===== src/rtl/lioncage_pkg.sv =====
// Shared types for the lion cage gate controller: transit FSM states and counter width.
package lioncage_pkg;

    localparam int COUNT_W = 4;

    typedef enum logic [2:0] {
        IDLE,
        IN1,
        IN2,
        IN3,
        OUT1,
        OUT2,
        OUT3,
        FAULT
    } gate_state_t;

endpackage


===== src/rtl/lioncage_gate_ctrl_if.sv =====
// Gate sensor inputs, clear request and occupancy/event outputs of the cage controller.
interface lioncage_gate_ctrl_if;
    import lioncage_pkg::*;

    logic               gate_a_i;
    logic               gate_b_i;
    logic               clear_i;
    logic [COUNT_W-1:0] count_o;
    logic               full_o;
    logic               empty_o;
    logic               lock_o;
    logic               alarm_o;
    logic               evt_in_o;
    logic               evt_out_o;

    modport master (
        output gate_a_i, gate_b_i, clear_i,
        input  count_o, full_o, empty_o, lock_o, alarm_o, evt_in_o, evt_out_o
    );

    modport slave (
        input  gate_a_i, gate_b_i, clear_i,
        output count_o, full_o, empty_o, lock_o, alarm_o, evt_in_o, evt_out_o
    );

endinterface


===== src/rtl/lioncage_gate_ctrl_debounce.sv =====
// One light gate: two-flop synchronizer followed by a stability counter that accepts
// a new level only after it has been seen for DEBOUNCE_CYCLES consecutive cycles.
module gate_debounce #(
    parameter int DEBOUNCE_CYCLES = 4
) (
    input  logic clk,
    input  logic rst_n,
    input  logic raw,
    output logic level
);

    logic       sync_p0;
    logic       sync_p1;
    logic [7:0] stable_cnt;

    always_ff @(posedge clk or negedge rst_n) begin
        if (!rst_n) begin
            sync_p0 <= 1'b0;
            sync_p1 <= 1'b0;
        end else begin
            sync_p0 <= raw;
            sync_p1 <= sync_p0;
        end
    end

    // Any return to the accepted level restarts the count, so short glitches never land.
    always_ff @(posedge clk or negedge rst_n) begin
        if (!rst_n) begin
            stable_cnt <= 8'd0;
            level      <= 1'b0;
        end else if (sync_p1 == level) begin
            stable_cnt <= 8'd0;
        end else if (stable_cnt == 8'(DEBOUNCE_CYCLES - 1)) begin
            stable_cnt <= 8'd0;
            level      <= sync_p1;
        end else begin
            stable_cnt <= stable_cnt + 8'd1;
        end
    end

endmodule


===== src/rtl/lioncage_gate_ctrl.sv =====
// Lion cage occupancy counter: tracks transits through a two-beam gate, counts
// committed entries/exits and raises a sticky alarm on illegal sequences or over/underflow.
module lioncage_gate_ctrl
    import lioncage_pkg::*;
#(
    parameter int DEBOUNCE_CYCLES = 4,
    parameter int MAX_LIONS       = 15
) (
    input  logic                 clk,
    input  logic                 rst_n,
    input  logic                 ena,
    lioncage_gate_ctrl_if.slave  bus
);

    logic               gate_a;
    logic               gate_b;
    logic [1:0]         pat;
    gate_state_t        state;
    gate_state_t        state_next;
    logic               commit_in;
    logic               commit_out;
    logic [COUNT_W-1:0] count;
    logic               alarm;
    logic               evt_in;
    logic               evt_out;
    logic               at_max;
    logic               at_zero;

    gate_debounce #(.DEBOUNCE_CYCLES(DEBOUNCE_CYCLES)) u_deb_a (
        .clk   (clk),
        .rst_n (rst_n),
        .raw   (bus.gate_a_i),
        .level (gate_a)
    );

    gate_debounce #(.DEBOUNCE_CYCLES(DEBOUNCE_CYCLES)) u_deb_b (
        .clk   (clk),
        .rst_n (rst_n),
        .raw   (bus.gate_b_i),
        .level (gate_b)
    );

    assign pat = {gate_a, gate_b};

    always_ff @(posedge clk or negedge rst_n) begin
        if (!rst_n) begin
            state <= IDLE;
        end else if (bus.clear_i) begin
            state <= IDLE;
        end else if (ena) begin
            state <= state_next;
        end
    end

    // Each state owns one pattern; holding it stays put, neighbours step, anything else faults.
    always_comb begin
        state_next = state;
        commit_in  = 1'b0;
        commit_out = 1'b0;
        case (state)
            IDLE: begin
                case (pat)
                    2'b00:   state_next = IDLE;
                    2'b10:   state_next = IN1;
                    2'b01:   state_next = OUT1;
                    default: state_next = FAULT;
                endcase
            end
            IN1: begin
                case (pat)
                    2'b10:   state_next = IN1;
                    2'b11:   state_next = IN2;
                    2'b00:   state_next = IDLE;
                    default: state_next = FAULT;
                endcase
            end
            IN2: begin
                case (pat)
                    2'b11:   state_next = IN2;
                    2'b01:   state_next = IN3;
                    2'b10:   state_next = IN1;
                    default: state_next = FAULT;
                endcase
            end
            IN3: begin
                case (pat)
                    2'b01:   state_next = IN3;
                    2'b11:   state_next = IN2;
                    2'b00: begin
                        state_next = IDLE;
                        commit_in  = 1'b1;
                    end
                    default: state_next = FAULT;
                endcase
            end
            OUT1: begin
                case (pat)
                    2'b01:   state_next = OUT1;
                    2'b11:   state_next = OUT2;
                    2'b00:   state_next = IDLE;
                    default: state_next = FAULT;
                endcase
            end
            OUT2: begin
                case (pat)
                    2'b11:   state_next = OUT2;
                    2'b10:   state_next = OUT3;
                    2'b01:   state_next = OUT1;
                    default: state_next = FAULT;
                endcase
            end
            OUT3: begin
                case (pat)
                    2'b10:   state_next = OUT3;
                    2'b11:   state_next = OUT2;
                    2'b00: begin
                        state_next = IDLE;
                        commit_out = 1'b1;
                    end
                    default: state_next = FAULT;
                endcase
            end
            default: begin
                state_next = (pat == 2'b00) ? IDLE : FAULT;
            end
        endcase
    end

    assign at_max  = (count == COUNT_W'(MAX_LIONS));
    assign at_zero = (count == '0);

    // Clear wins over a same-cycle commit; a saturated commit only raises the alarm.
    always_ff @(posedge clk or negedge rst_n) begin
        if (!rst_n) begin
            count   <= '0;
            alarm   <= 1'b0;
            evt_in  <= 1'b0;
            evt_out <= 1'b0;
        end else if (bus.clear_i) begin
            count   <= '0;
            alarm   <= 1'b0;
            evt_in  <= 1'b0;
            evt_out <= 1'b0;
        end else begin
            evt_in  <= 1'b0;
            evt_out <= 1'b0;
            if (ena) begin
                if (state_next == FAULT) begin
                    alarm <= 1'b1;
                end
                if (commit_in) begin
                    if (at_max) begin
                        alarm <= 1'b1;
                    end else begin
                        count  <= count + COUNT_W'(1);
                        evt_in <= 1'b1;
                    end
                end
                if (commit_out) begin
                    if (at_zero) begin
                        alarm <= 1'b1;
                    end else begin
                        count   <= count - COUNT_W'(1);
                        evt_out <= 1'b1;
                    end
                end
            end
        end
    end

    assign bus.count_o   = count;
    assign bus.full_o    = at_max;
    assign bus.empty_o   = at_zero;
    assign bus.lock_o    = at_max;
    assign bus.alarm_o   = alarm;
    assign bus.evt_in_o  = evt_in;
    assign bus.evt_out_o = evt_out;

endmodule


===== src/flat_wrapper.sv =====
// flat-port wrapper written by rule: the top's interface ports become plain ports
module lioncage_gate_ctrl_flat import lioncage_pkg::*;
#(
    parameter int DEBOUNCE_CYCLES = 4,
    parameter int MAX_LIONS       = 15
)
  (clk, rst_n, ena, bus_gate_a_i, bus_gate_b_i, bus_clear_i, bus_count_o, bus_full_o, bus_empty_o, bus_lock_o, bus_alarm_o, bus_evt_in_o, bus_evt_out_o);
  lioncage_gate_ctrl_if bus_i ();
  input  logic clk;
  input  logic rst_n;
  input  logic ena;
  input wire logic [$bits(bus_i.gate_a_i)-1:0] bus_gate_a_i;
  input wire logic [$bits(bus_i.gate_b_i)-1:0] bus_gate_b_i;
  input wire logic [$bits(bus_i.clear_i)-1:0] bus_clear_i;
  output wire logic [$bits(bus_i.count_o)-1:0] bus_count_o;
  output wire logic [$bits(bus_i.full_o)-1:0] bus_full_o;
  output wire logic [$bits(bus_i.empty_o)-1:0] bus_empty_o;
  output wire logic [$bits(bus_i.lock_o)-1:0] bus_lock_o;
  output wire logic [$bits(bus_i.alarm_o)-1:0] bus_alarm_o;
  output wire logic [$bits(bus_i.evt_in_o)-1:0] bus_evt_in_o;
  output wire logic [$bits(bus_i.evt_out_o)-1:0] bus_evt_out_o;
  assign bus_i.gate_a_i = bus_gate_a_i;
  assign bus_i.gate_b_i = bus_gate_b_i;
  assign bus_i.clear_i = bus_clear_i;
  assign bus_count_o = bus_i.count_o;
  assign bus_full_o = bus_i.full_o;
  assign bus_empty_o = bus_i.empty_o;
  assign bus_lock_o = bus_i.lock_o;
  assign bus_alarm_o = bus_i.alarm_o;
  assign bus_evt_in_o = bus_i.evt_in_o;
  assign bus_evt_out_o = bus_i.evt_out_o;
  lioncage_gate_ctrl #(.DEBOUNCE_CYCLES(DEBOUNCE_CYCLES), .MAX_LIONS(MAX_LIONS)) u_core (.clk(clk), .rst_n(rst_n), .ena(ena), .bus(bus_i));
endmodule

===== config.mk =====
export PLATFORM = sky130hd
export DESIGN_NAME = lioncage_gate_ctrl_flat
export DESIGN_NICKNAME = d
export VERILOG_FILES = /design/src/rtl/lioncage_pkg.sv /design/src/rtl/lioncage_gate_ctrl_if.sv /design/src/rtl/lioncage_gate_ctrl_debounce.sv /design/src/rtl/lioncage_gate_ctrl.sv /design/src/flat_wrapper.sv
export SDC_FILE = /design/constraint.sdc
export NUM_CORES = 1
export LEC_CHECK = 0
export BUFFER_PORTS_ARGS = -buffer_cell sky130_fd_sc_hd__buf_2
export CORE_ASPECT_RATIO = 2
export CORE_MARGIN = 2
export CORE_UTILIZATION = 35
export DETAILED_ROUTE_END_ITERATION = 6
export PLACE_DENSITY = 0.49
export SYNTH_ARGS = -nofsm -noshare
export SYNTH_HDL_FRONTEND = slang
export SYNTH_SLANG_ARGS = --single-unit

===== constraint.sdc =====
create_clock -name clk -period 1.94 [get_ports clk]
set_input_delay 0.097 -clock clk [delete_from_list [all_inputs] [get_ports clk]]
set_output_delay 0.097 -clock clk [all_outputs]
set_load 0.005 [all_outputs]

* Word-level counts from Yosys, hierarchy flattened
Cells that the tools add are included.
Storage, ports and cells: word-level logic and storage cells 79, register bits after elaboration 32
Operators by class: bitwise logic cells 2, add/sub/neg operators 4, muxes and demuxes 39, reduce and logical (&&, ||, !) cells 6, eq/ne operators 15
Operator list (number):
- 3-bit one-hot mux with 3 select lines | 6
- 8-bit two-way mux | 4
- 4-bit two-way mux | 6
- 3-bit one-hot mux with 7 select lines | 1
- 1-bit two-way mux | 18
- 8-bit by 1-bit adder with 8-bit output (second input constant) | 2
- 8-bit by 2-bit equality test with 1-bit output (second input constant) | 2
- 3-bit equality test (second input constant) | 4
- 3-bit two-way mux | 3
- 3-bit by 2-bit equality test with 1-bit output (second input constant) | 2
- 2-bit one-hot mux with 3 select lines | 1
- 4-bit by 1-bit adder with 4-bit output (second input constant) | 1
- 2-bit equality test (second input constant) | 2
- 4-bit equality test (second input constant) | 1
- 4-bit logical NOT | 1
- 2-bit AND reduction | 2
- 4-bit by 1-bit subtractor with 4-bit output (second input constant) | 1
- 3-bit by 1-bit equality test with 1-bit output (second input constant) | 1
- 3-bit logical NOT | 1
- 1-bit equality test | 2
- 2-bit by 1-bit equality test with 1-bit output (second input constant) | 1
- 2-bit logical NOT | 1
- 1-bit NOT | 2
- 2-bit nonzero test | 1

* Longest topological paths before layout
word-level depth 11, mapped depth 7

* By module
Synthesis repeated with hierarchy kept, for this count alone.
Second synthesis, totals: cell total of the unflattened synthesis 204, area total of the unflattened synthesis 1966.9 µm²
By module, submodules not included:
- gate_debounce | cells an instance 44, area each 493.0 µm², times used 2
- lioncage_gate_ctrl | cells an instance 116, area each 980.9 µm², times used 1

* Worst setup path before layout
No wires, ideal clock.
path type reg-to-reg, start register u_core.u_deb_b.level, end register u_core.count[0] (netlist: u_core.bus.count_o[0]), data required time 1863 ps, setup time 77 ps, stages on the path, launching flop included 7, arrival time 1619 ps, path slack 244 ps, period minus slack after synthesis 1696 ps, cell sequence dfrtp_1 -> inv_1 -> ha_1 -> nand4b_1 -> a2bb2oi_1 -> or3_1 -> a21oi_1
On the way: longest elaborated chain between the ends 8, elaborated cells between the ends (all ways) 9, classes of those cells mux: 8; reduce/logical: 1
RTL lines:
- start: declaration | line lioncage_gate_ctrl_debounce.sv:9 | output logic level
- start signal: assignment | line lioncage_gate_ctrl_debounce.sv:35 | level <= sync_p1;
- 2-bit logical NOT (*) | line lioncage_gate_ctrl.sv:86, lioncage_gate_ctrl.sv:113
- 1-bit two-way mux (*) | line lioncage_gate_ctrl.sv:86, lioncage_gate_ctrl.sv:113
- 1-bit two-way mux | line lioncage_gate_ctrl.sv:60 | case (state)
- 4-bit two-way mux | line lioncage_gate_ctrl.sv:151 | if (commit_in) begin
- 4-bit two-way mux | line lioncage_gate_ctrl.sv:160 | if (at_zero) begin
- 4-bit two-way mux (*) | line lioncage_gate_ctrl.sv:159 | if (commit_out) begin
- 4-bit two-way mux (*) | line lioncage_gate_ctrl.sv:147 | if (ena) begin
- 4-bit two-way mux (*) | line lioncage_gate_ctrl.sv:139 | end else if (bus.clear_i) begin
- end signal: assignment | line lioncage_gate_ctrl.sv:155 | count <= count + COUNT_W'(1);
- end signal: assignment | line lioncage_gate_ctrl.sv:163 | count <= count - COUNT_W'(1);
- end: declaration | line lioncage_gate_ctrl.sv:22 | logic [COUNT_W-1:0] count;
Every way passes the cells marked *; elsewhere a longest branch is shown, timed or not. The select of a mux whose other input is x is not followed. A chain may end at the register's enable or synchronous reset.

* Worst setup path after layout
start register u_core.count[0] (netlist: u_core.bus.count_o[0]), end register u_core.count[1] (netlist: u_core.bus.count_o[1])
On the way: longest elaborated chain between the ends 7, elaborated cells between the ends (all ways) 10, classes of those cells add/sub: 2; eq/ne: 1; mux: 6; reduce/logical: 1
RTL lines:
- 4-bit by 1-bit adder with 4-bit output / 4-bit equality test (equally long branches) | line lioncage_gate_ctrl.sv:155, lioncage_gate_ctrl.sv:129
- 4-bit two-way mux | line lioncage_gate_ctrl.sv:152 | if (at_max) begin
- 4-bit two-way mux | line lioncage_gate_ctrl.sv:151
- 4-bit two-way mux | line lioncage_gate_ctrl.sv:160
- 4-bit two-way mux (*) | line lioncage_gate_ctrl.sv:159
- 4-bit two-way mux (*) | line lioncage_gate_ctrl.sv:147
- 4-bit two-way mux (*) | line lioncage_gate_ctrl.sv:139
Marked as above.

==> flow_summary.json <==
{
  "status": "finished clean",
  "drt-total-wl_um": 4051,
  "p_int_mw": 1.384,
  "gp_congestion": 0.8227,
  "via_count": 1449,
  "yosys-top-cells-area": "dfrtp_1 44%, ha_1 8.2%, xor2_1 5.8%, nor2_1 4.3%, nand3_1 3.3%",
  "power.static_leakage_nw": 0.9874,
  "worstPathCellList": "inv_1, ha_1, nor3b_4, a2bb2oi_1, o21ai_0, a21oi_1",
  "row_count": 37,
  "synth_warnings": 0,
  "holdPathEnd": "u_core.bus.count_o[0]$_DFFE_PN0P_",
  "avgSynthCellArea_um2": 9.794,
  "start_util": 0.3577,
  "synthesis.nets": 204,
  "die_width_um": 55.02,
  "cts_sinks": 32,
  "cp_top_family": "compound AO/OA/AOI/OAI gates",
  "grt_usage": 0.1543,
  "synthArstFlopShare": 1.000,
  "seq_power_share": 0.414,
  "arrival_ns": 1.96,
  "postCtsSetupBuffers": 0,
  "synthFlopType": "dfrtp_1",
  "relSlewSlack": 0.5161,
  "cts_tree": "built",
  "wl_per_cell_um": 15.06,
  "htree_num_levels": 2,
  "syn_to_final_growth_pct": 14.22,
  "fill_cells": 520,
  "slowest_delay_ns": 0.45,
  "slew_viol_final": 0,
  "synth_cell_types": 45,
  "cellPowerDensity_nw_per_um2": 1061,
  "slowest_stage": "dfrtp_1",
  "root_buffer": "clkbuf_8",
  "ff_latch_area_um2": 800.8,
  "critPathKind": "flip-flop to flip-flop",
  "r2r_cells": 6,
  "setup_slack_ns": 0.1817,
  "cp-end-kind": "flip-flop",
  "drive_gt1_frac": 0.1564,
  "dp.cells": 259,
  "syn_area_um2": 1822,
  "syn_inst": 186,
  "timing.rr.end": "u_core.bus.count_o[1]$_DFFE_PN0P_",
  "timing.hold.ws_ns": 0.09054,
  "drt-initial-drc-count": 22,
  "swShare": 0.3731,
  "cp-start-kind": "flip-flop",
  "min_period_ns": 1.758,
  "yosysTopAreaCellShare": 0.4396,
  "clock_latency_ns": 0.28,
  "cap_violations": 0,
  "min_path_type": "input pin to flip-flop",
  "clkPwrFrac": 0.214,
  "fin_skew_ns": 0.004206,
  "clockBufferDepth": 2,
  "n_antenna_cell": 0,
  "rsz0062_at_grt": "false",
  "ys_ff_latch": 32,
  "period_share": 0.9064,
  "finalPower_mw": 2.208,
  "grt_pass1_vias": 1440,
  "io_pins": 16,
  "yosys.area.top_type": "dfrtp_1",
  "ir_drop_mv": 0.7092,
  "firstDrtPassIters": 4,
  "nets": 229,
  "dp_slack_ns": 0.1318,
  "grt_max_degree": 33,
  "finalSetupViolCount": 0,
  "drc": 0,
  "io_buffers": 15,
  "max_clock_freq_ghz": 0.5687,
  "r2r-start": "u_core.bus.count_o[0]$_DFFE_PN0P_",
  "final.setup.tns_ns": 0,
  "synth-edff-count": 0,
  "cts_buffers": 5,
  "cp-startpoint": "u_core.bus.count_o[0]$_DFFE_PN0P_",
  "ant_nets": 0,
  "hold_violations": 0,
  "hold_start": "bus_clear_i",
  "power.switching_uw": 823.8,
  "clkTransAtPathRegs_ns": 0.06,
  "antenna_found_initial": 0,
  "cp_max_fo": 8,
  "grt_first_pass_wirelength_um": 6527,
  "die_y_um": 106.0,
  "core-area_um2": 5092,
  "combPwrFrac": 0.371,
  "worstPathRequired_ns": 2.14,
  "die_area_um2": 5833,
  "overflow": 0,
  "final_cells": 269,
  "setup.reg_to_reg.worst_slack_ns": 0.18,
  "worst_pin_slew_ns": 0.7259,
  "seq_area_frac_synth": 0.4396,
  "multi_input_area_um2": 942.2,
  "dp_hpwl_um": 3073,
  "viasPerCell": 5.387,
  "holdPathStages": 2,
  "crit_buf_inv": 1
}
## cells by family after synthesis
kind of cell,synth area share
fa+ha+maj,0.08242
simple gates,0.2349
compound gates,0.1023
xor+xnor,0.06731
flops,0.4396
mux,0.02953
buf+inv,0.04395
## through the flow
step | util | cell area (um2)
5_1_grt | 0.4086 | 2081
4_1_cts | 0.4084 | 2079
3_5_place_dp | 0.3872 | 1972
6_report | 0.4086 | 2081
3_3_place_gp | 0.3872 | 1972
2_1_floorplan | - | 1822
## how the worst max path moves through the flow
stage | depth (start not counted) | end | slack (ns)
6_report | 6 | u_core.bus.count_o[1]$_DFFE_PN0P_ | 0.18
3_3_place_gp | 6 | u_core.bus.count_o[2]$_DFFE_PN0P_ | 0.22
3_5_place_dp | 6 | u_core.bus.count_o[2]$_DFFE_PN0P_ | 0.13
5_1_grt | 6 | u_core.bus.count_o[2]$_DFFE_PN0P_ | 0.04
2_1_floorplan | 6 | u_core.bus.count_o[0]$_DFFE_PN0P_ | 0.24
4_1_cts | 6 | u_core.bus.count_o[2]$_DFFE_PN0P_ | 0.11
## cells in the final DEF (no fill, tap or decap), drive strengths merged, types with 5 or more instances in the layout
master | Yosys | layout
a21oi | 5 | 5
nor3 | 5 | 5
clkbuf | 1 | 6
dfrtp | 32 | 32
nor2 | 21 | 21
buf | 5 | 21
ha | 12 | 12
xor2 | 12 | 12
and3 | 6 | 6
inv | 10 | 10
nand3 | 12 | 12
nand2 | 10 | 10
o21ai | 11 | 11
## routing by layer
metal	track usage	up-vias	part of all wire
met5	0	-	0
met2	0.2934	39	0.59
met3	0.02949	7	0.029
met1	0.1442	697	0.36
met4	0.06794	0	0.020
li1	-	706	-
## power by group through the flow
stage / logic (mW) / registers [mW] / clock network (mW)
after floorplan: 0.588 / 0.891 / 0
final: 0.820 / 0.915 / 0.473
after detailed placement: 0.828 / 0.923 / 0
after CTS: 0.837 / 0.912 / 0.504
after global routing: 0.917 / 0.935 / 0.532
after global placement: 0.800 / 0.923 / 0
## synth_stat cells, drive strengths merged (2+ instances only)
library cell and instances:
a21oi 5, a22oi 2, and3 6, and4b 2
buf 5, dfrtp 32, ha 12, inv 10
mux2 3, mux2i 2, nand2 10, nand2b 2
nand3 12, nand4 2, nand4b 2, nor2 21
nor2b 3, nor3 5, nor3b 3, nor4 2
o21ai 11, o31ai 2, or3 3, xnor2 2
xor2 12
## state kept, by name, indices dropped and copies added (netlist names)
name,flops
u_core.state,3
u_core.bus.evt_in_o,1
u_core.bus.count_o,4
u_core.u_deb_b.stable_cnt,8
u_core.u_deb_b.sync_p0,1
u_core.bus.alarm_o,1
u_core.u_deb_b.level,1
u_core.u_deb_b.sync_p1,1
u_core.u_deb_a.level,1
u_core.u_deb_a.sync_p0,1
u_core.bus.evt_out_o,1
u_core.u_deb_a.stable_cnt,8
u_core.u_deb_a.sync_p1,1
## timing repair
item | in CTS | in global routing
hold endpoints to repair | 34 | 0
hold buffers | 3 | 0
setup endpoints to repair | 0 | 1
gates resized for setup | 0 | 1
## area by class of cell
type / instances / area share
clock buffer: 6 / 0.03488
sequential: 32 / 0.3848
tap: 58 / 0.03488
clock inverter: 1 / 0.002405
multi-input combinational: 138 / 0.4528
inverter: 10 / 0.01804
timing repair buffer: 24 / 0.07216
Note: power is estimated with default switching activity, not from simulation.
